<file path="src/rtl/reg_file_param.sv">
// Parameterised two-read/one-write register file with an instruction-field decoder,
// immediate extender and a soft-clear sweep that zeroes one register per cycle.
`timescale 1ns/1ps

module reg_file_param #(
    parameter int WIDTH    = 32,
    parameter int AW       = 5,
    parameter bit ZERO_REG = 1'b1,
    parameter bit BYPASS   = 1'b1
) (
    input  logic             clk,
    input  logic             reset,
    input  logic [31:0]      instr,
    input  logic             we,
    input  logic [AW-1:0]    wa,
    input  logic [WIDTH-1:0] wd,
    input  logic [1:0]       ext_mode,
    input  logic             clr,
    output logic [WIDTH-1:0] rd1,
    output logic [WIDTH-1:0] rd2,
    output logic [31:0]      imm,
    output logic             busy,
    output logic             clr_done
);

    localparam int DEPTH = 1 << AW;

    if (AW < 1 || AW > 5) begin : g_aw_check
        $error("reg_file_param: AW must be in 1..5");
    end

    typedef enum logic [1:0] {IDLE, SWEEP, DONE} state_t;

    state_t            state;
    state_t            next_state;
    logic [AW-1:0]     ptr;
    logic [AW-1:0]     ra1;
    logic [AW-1:0]     ra2;
    logic [WIDTH-1:0]  regs [DEPTH];
    logic              wr_en;
    logic              fwd1;
    logic              fwd2;
    logic [15:0]       imm16;
    logic              unused_instr;

    assign ra1          = instr[21 +: AW];
    assign ra2          = instr[16 +: AW];
    assign imm16        = instr[15:0];
    assign unused_instr = ^instr[31:16];

    // A write is accepted outside the sweep, except the hard-wired zero register.
    assign wr_en = we && (state != SWEEP) && !(ZERO_REG && (wa == '0));
    assign fwd1  = BYPASS && wr_en && (wa == ra1);
    assign fwd2  = BYPASS && wr_en && (wa == ra2);

    always_ff @(posedge clk or negedge reset) begin
        if (!reset) begin
            for (int i = 0; i < DEPTH; i++) begin
                regs[i] <= '0;
            end
        end else if (state == SWEEP) begin
            regs[ptr] <= '0;
        end else if (wr_en) begin
            regs[wa] <= wd;
        end
    end

    always_comb begin
        rd1 = regs[ra1];
        rd2 = regs[ra2];
        if (fwd1) begin
            rd1 = wd;
        end
        if (fwd2) begin
            rd2 = wd;
        end
        if (ZERO_REG && (ra1 == '0)) begin
            rd1 = '0;
        end
        if (ZERO_REG && (ra2 == '0)) begin
            rd2 = '0;
        end
    end

    always_comb begin
        imm = 32'h0;
        case (ext_mode)
            2'b00:   imm = {{16{imm16[15]}}, imm16};
            2'b01:   imm = {16'h0, imm16};
            2'b10:   imm = {imm16, 16'h0};
            default: imm = 32'h0;
        endcase
    end

    always_ff @(posedge clk or negedge reset) begin
        if (!reset) begin
            state <= IDLE;
        end else begin
            state <= next_state;
        end
    end

    always_comb begin
        next_state = state;
        case (state)
            IDLE:    if (clr) next_state = SWEEP;
            SWEEP:   if (ptr == AW'(DEPTH - 1)) next_state = DONE;
            DONE:    next_state = IDLE;
            default: next_state = IDLE;
        endcase
    end

    always_comb begin
        busy     = (state == SWEEP);
        clr_done = (state == DONE);
    end

    // Pointer wraps back to zero after the last register, ready for the next sweep.
    always_ff @(posedge clk or negedge reset) begin
        if (!reset) begin
            ptr <= '0;
        end else if (state == SWEEP) begin
            ptr <= ptr + AW'(1);
        end else begin
            ptr <= '0;
        end
    end

endmodule
</file>
<file path="config.mk">
export PLATFORM = sky130hd
export DESIGN_NAME = reg_file_param
export DESIGN_NICKNAME = d
export VERILOG_FILES = /design/src/rtl/reg_file_param.sv
export SDC_FILE = /design/constraint.sdc
export NUM_CORES = 2
export LEC_CHECK = 0
export CAP_MARGIN = 5
export CORE_MARGIN = 2
export CORE_UTILIZATION = 39
export DETAILED_ROUTE_END_ITERATION = 7
export HOLD_SLACK_MARGIN = 0.05
export SYNTH_ARGS = -nofsm -noshare
export SYNTH_HDL_FRONTEND = slang
export SYNTH_SLANG_ARGS = --single-unit
</file>
<file path="constraint.sdc">
create_clock -name clk -period 6 [get_ports clk]
set_input_delay 1.2 -clock clk [delete_from_list [all_inputs] [get_ports clk]]
set_output_delay 1.2 -clock clk [all_outputs]
set_load 0.02 [all_outputs]
</file>
=== Yosys cells after proc, flatten, opt, wreduce, memory -nomap -nowiden ===
Index checks and enable logic that the tools add are counted.

* Eq/ne operators: 10
* Shift-type cells: 0
* Div/mod/pow operators: 0
* Bitwise operators: 6
* Reductions and logical operators: 14
* Add/sub/neg operators: 1
* Multipliers: 0
* Mux-type cells: 22
* Order comparisons: 6

{| class="wikitable"
|+ Operators by type and width
! operator !! count
|-
| 2-to-1 mux 1024 bit || 2
|-
| bitwise AND 1024 bit || 1
|-
| bitwise mux 1024 bit || 1
|-
| NOT 1024 bit || 1
|-
| binary-select mux 32 bit (select 5 bit) || 2
|-
| demux 32 bit (select 5 bit) || 2
|-
| 2-to-1 mux 32 bit || 10
|-
| case mux 32 bit (3 select lines) || 1
|-
| >= comparator 6 bit, second input constant || 4
|-
| NOT 5 -> 6 bit || 4
|-
| zero test 5 bit || 3
|-
| less-than comparator 6 x 1 -> 1 bit, second input constant || 2
|-
| equality test 5 bit || 2
|-
| logical AND 1 bit || 6
|-
| adder 5 x 1 -> 5 bit, second input constant || 1
|-
| equality test 5 bit, second input constant || 1
|-
| 2-to-1 mux 5 bit || 1
|-
| equality test 2 x 1 -> 1 bit, second input constant || 2
|-
| equality test 2 bit, second input constant || 2
|-
| zero test 2 bit || 2
|-
| 2-to-1 mux 2 bit || 2
|-
| != test 2 x 1 -> 1 bit, second input constant || 2
|-
| case mux 2 bit (2 select lines) || 1
|-
| != test 2 bit, second input constant || 1
|-
| 3 further kinds || 3
|}

* Word-level logic and storage cells: 93
* Register bits: 1031
* Output and inout bits: 98
* Bits in writable memories: 0
* Input port bits: 75
* Memory bits (read-only): 0
* Memories: 0
* Bits in latches: 0

=== Logic depth before layout (Yosys ltp) ===
* Word-level depth: 8
* Depth in mapped cells: 9
* Depth with buffers taken out: 6

=== Least setup slack after synthesis ===
No wires, ideal clock.

* Kind: input port to output port
* Start: input instr[22]
* End: output rd1[15]
* Slack: 1863 ps
* Buffers on the path: 4
* Stages on the path: 8
* Data required time: 4800 ps
* Arrival time: 2937 ps
* Cells stage by stage: buf_2 -> buf_4 -> buf_2 -> nand2_1 -> clkbuf_1 -> o22ai_1 -> o311a_1 -> nor3_1

* Word-level cells in the longest chain between the ends: 6
* Elaborated cells on any way between the ends: 9
* Those cells by class: 1 x eq/ne; 5 x mux; 1 x bitwise; 2 x reduce/logical

{| class="wikitable"
|+ RTL lines
! element !! line !! source
|-
| from (decl) || 13 || <nowiki>input logic [31:0] instr,</nowiki>
|-
| NOT 5 -> 6 bit (implied by the code) || 69 || <nowiki>rd1 = regs[ra1];</nowiki>
|-
| binary-select mux 32 bit (select 5 bit) || 69 ||
|-
| 2-to-1 mux 32 bit (implied by the code) (2 in a row) || 69 ||
|-
| 2-to-1 mux 32 bit || 71 || <nowiki>if (fwd1) begin</nowiki>
|-
| 2-to-1 mux 32 bit (*) || 77 || <nowiki>if (ZERO_REG && (ra1 == '0)) begin</nowiki>
|-
| to (decl) || 19 || <nowiki>output logic [WIDTH-1:0] rd1,</nowiki>
|}

Every way passes the cells marked *; elsewhere a longest branch is shown, timed or not. The select of a mux whose other input is x is not followed.

=== Worst setup path after layout ===
* Start: input wa[4]
* End: output rd2[4]

* Word-level cells in the longest chain between the ends: 6
* Elaborated cells on any way between the ends: 7
* Those cells by class: 1 x eq/ne; 2 x mux; 4 x reduce/logical

{| class="wikitable"
|+ RTL lines
! element !! line !! source
|-
| from (decl) || 15 || <nowiki>input logic [AW-1:0] wa,</nowiki>
|-
| zero test 5 bit || 52 || <nowiki>assign wr_en = we && (state != SWEEP) && !(ZERO_REG && (wa == '0));</nowiki>
|-
| zero test 1 bit || 52 ||
|-
| logical AND 1 bit || 52 ||
|-
| logical AND 1 bit (*) || 54 || <nowiki>assign fwd2 = BYPASS && wr_en && (wa == ra2);</nowiki>
|-
| 2-to-1 mux 32 bit (*) || 74 || <nowiki>if (fwd2) begin</nowiki>
|-
| 2-to-1 mux 32 bit (*) || 80 || <nowiki>if (ZERO_REG && (ra2 == '0)) begin</nowiki>
|-
| to (decl) || 20 || <nowiki>output logic [WIDTH-1:0] rd2,</nowiki>
|}

Every way passes the cells marked *; elsewhere a longest branch is shown, timed or not.

==> results.json <==
{
  "final_min_period_over_clock_period_pct": 96.8,
  "timing.max_slew.rel_slack_pct": -0.604,
  "fin_tns_setup_ps": 0,
  "chip_width_um": 379,
  "total_wire_length_after_detailed_routing_um": 246000,
  "cts.htree.levels": 3,
  "routabilityCongestion": 0.923,
  "die_y_um": 379,
  "core.rowCount": 137,
  "synth.largest_area_cell": "sky130_fd_sc_hd__dfrtp_1",
  "worst_hold_slack_ps": 441,
  "cp_common_cell": "sky130_fd_sc_hd__buf_4",
  "timing.critical_path.from": "wa[4]",
  "cts_hold_buffers": 0,
  "cp.required_ps": 4800,
  "finalClockSkew_ps": 34.4,
  "tightestPinTransition_ps": 1510,
  "worstReg2RegStart": "state[1]",
  "mostFrequentLayoutCell": "sky130_fd_sc_hd__dfrtp_1",
  "hold_path_class": "reg -> reg",
  "maxCapViolations": 1,
  "ys_top_cells_by_area": "sky130_fd_sc_hd__dfrtp_1 47%, sky130_fd_sc_hd__a22o_1 16%, sky130_fd_sc_hd__mux4_2 15%",
  "power.internal_w": 0.0137,
  "finalSetupViolations": 0,
  "outcome": "finished with violations",
  "upper_clock_frequency_limit_mhz": 172,
  "timing.critical_path.to": "rd2[4]",
  "postCtsSetupRepairBufs": 0,
  "clkPwrFrac_pct": 37.4,
  "route.detailed.wl_per_inst_um": 39.9,
  "synthesis.area_per_instance_um2": 13.2,
  "core_occupancy_in_the_finished_layout_pct": 45.4,
  "timing.critical_path.buf_inv": 5,
  "detail_route.drc_violations": 0,
  "crit_path_max_incr_delay_ps": 590,
  "synthDistinctLibCells": 75,
  "static_leakage_nw": 27.9,
  "post-dp-hpwl_um": 145000,
  "clock_slew_at_the_register_clock_pins_of_the_worst_setup_and_hold_paths_ps": 70,
  "postSynthRegisterBits": 1031,
  "power_density_nw_per_um2": 318,
  "synthesis.area_um2": 54700,
  "numPortBuffers": 166,
  "post_drt_via_cell_ratio": 7.36,
  "ir_drop_mv": 0.225,
  "drt_first_pass_iters": 7,
  "min_path_cells": 1,
  "postSynthNetCount": 4236,
  "critical_path.endpoint_type": "output port",
  "synthToLayoutAreaGrowth_pct": 15.6,
  "dr.first_iter.drc_count": 7076,
  "post_synth_inst_count": 4156,
  "detailed_place.area_um2": 59300,
  "place_worst_setup_slack_ps": 296,
  "filler_cell_count": 12400,
  "gr_overflow_total": 0,
  "placeableCoreArea_um2": 139000,
  "grt_max_degree": 146,
  "cts_root_buf": "sky130_fd_sc_hd__clkbuf_16",
  "grt_first_pass_wirelength_um": 347000,
  "synthesis.yosys.warnings": 0,
  "synth-seq-area-share_pct": 47.1,
  "rsz0062_at_grt": "no",
  "async_reset_ff_share_pct": 100,
  "tritoncts": "done",
  "critPathSlowestCell": "sky130_fd_sc_hd__clkdlybuf4s50_1",
  "number_of_buffers_created_by_cts": 111,
  "worstPathMaxFanout": 16,
  "clkSinkCount": 1031,
  "power_frac_seq_pct": 41.0,
  "initial_core_utilization_pct": 39.3,
  "setup.worst_path.class": "in -> out",
  "worstPathArrival_ps": 4610,
  "mostFrequentLayoutCells": "1,031 x sky130_fd_sc_hd__dfrtp_1, 1,001 x sky130_fd_sc_hd__a22o_1, 366 x sky130_fd_sc_hd__mux4_2",
  "detail-route-antenna-nets": 0,
  "postCtsResizedCells": 0,
  "path_cells": "clkdlybuf4s50_1 > buf_4 > xnor2_1 > nand4_1 > buf_4 > o21ai_2 > nor2_2 > buf_4 > a221o_1 > clkdlybuf4s50_1",
  "num-nets-final": 4269,
  "worst_slack_ps": 192,
  "timing.rr.end": "regs[27]",
  "regToRegSetupSlack_ps": 1980,
  "grt_antenna_before_repair": 10,
  "die_area_um2": 143000,
  "route.vias.total": 45400,
  "p_sw_w": 0.00637,
  "crit_path_start_kind": "primary input",
  "synth-edff-count": 0,
  "pwr-share-comb_pct": 21.5,
  "timing.final.max_slew_violations": 21,
  "first_global_vias": 44600,
  "swShare_pct": 31.7,
  "synth_top_area_share_pct": 47.1,
  "drive_gt1_share_pct": 24.1,
  "floorplan.io_pins": 173,
  "ys_dominant_reg_cell": "sky130_fd_sc_hd__dfrtp_1",
  "clock_latency_on_the_worst_skew_pair_ps": 760,
  "crit_family": "buffers and inverters",
  "ctsLongestPathBuffers": 3,
  "gr-usage-all-layers_pct": 34.1,
  "number_of_cells_traversed_by_the_worst_register_to_register_path": 7,
  "final_hold_viol_count": 0,
  "fin_area_um2": 63300,
  "finalWorstPathRequiredPeriod_ps": 5810,
  "violations": "max-capacitance violations, max-slew violations",
  "cp.depth": 10
}
==> state kept, by name (all words and copies together) (netlist names) <==
signal	count
ptr	5
regs	1024
state	2
==> power by group through the flow <==
stage / clock network [W] / logic, W / registers (W)
3_5_place_dp: 0 / 0.00418 / 0.00831
3_3_place_gp: 0 / 0.00414 / 0.00830
4_1_cts: 0.00754 / 0.00419 / 0.00821
6_report: 0.00753 / 0.00433 / 0.00826
5_1_grt: 0.00784 / 0.00443 / 0.00831
2_1_floorplan: 0 / 0.00242 / 0.00812
==> area by class of cell <==
cell class,instances,area [um2],area share [%]
Multi-Input combinational cell,2558,26800,42.3
Sequential cell,1031,25800,40.8
Timing Repair Buffer,477,4370,6.91
Clock buffer,154,3270,5.18
Tap cell,1876,2350,3.71
Clock inverter,49,647,1.02
Inverter,10,37.5,0.0593
Antenna cell,13,32.5,0.0514
==> through the flow <==
step | total power [W] | std cells
detailed placement | 0.0125 | 5952
finish | 0.0201 | 6168
CTS | 0.0199 | 6155
floorplan | 0.0105 | 4156
global placement | 0.0124 | 5952
global route | 0.0206 | 6156
==> layer usage <==
layer / routed length, um / vias up / share of wire [%] / GRT usage, %
met5: 103 / - / 0.042 / 0
met4: 17300 / 10 / 7.0 / 21.0
met3: 34100 / 888 / 14 / 12.2
met2: 105000 / 3954 / 43 / 48.7
met1: 89900 / 23700 / 36 / 44.0
li1: - / 16800 / - / -
==> worst min-delay path by stage <==
stage	start	end	slack, ps
global route	state[1]	state[0]	480
detailed placement	state[1]	state[0]	440
finish	state[1]	state[0]	440
CTS	state[1]	state[0]	440
floorplan	state[1]	state[0]	410
global placement	state[1]	state[0]	430
==> cells in the mapped netlist, drive strengths merged (11+ instances only) <==
cell,instances
o22ai,85
a31oi,22
mux2i,289
a221o,33
nand2,45
nor4,17
a211o,19
a221oi,84
o22a,26
xnor2,11
mux4,366
clkbuf,370
nand2b,28
buf,187
a211oi,30
nor3b,22
and2,40
nor2b,30
o21ai,60
a22o,1001
nor3,47
a21oi,100
dfrtp,1031
a22oi,28
nor2,63
==> logic make-up after synthesis <==
logic type               after synthesis  synth area share (%)
AND/OR/NAND/NOR                      335                  3.65
AO/OA/AOI/OAI                       1541                  23.2
flip-flops                          1031                  47.1
XOR/XNOR                              12                 0.192
multiplexers                         665                  20.6
buffers and inverters                567                  5.16
adder cells (fa/ha/maj)                5                 0.114
Power figures use the tool's default switching activity.
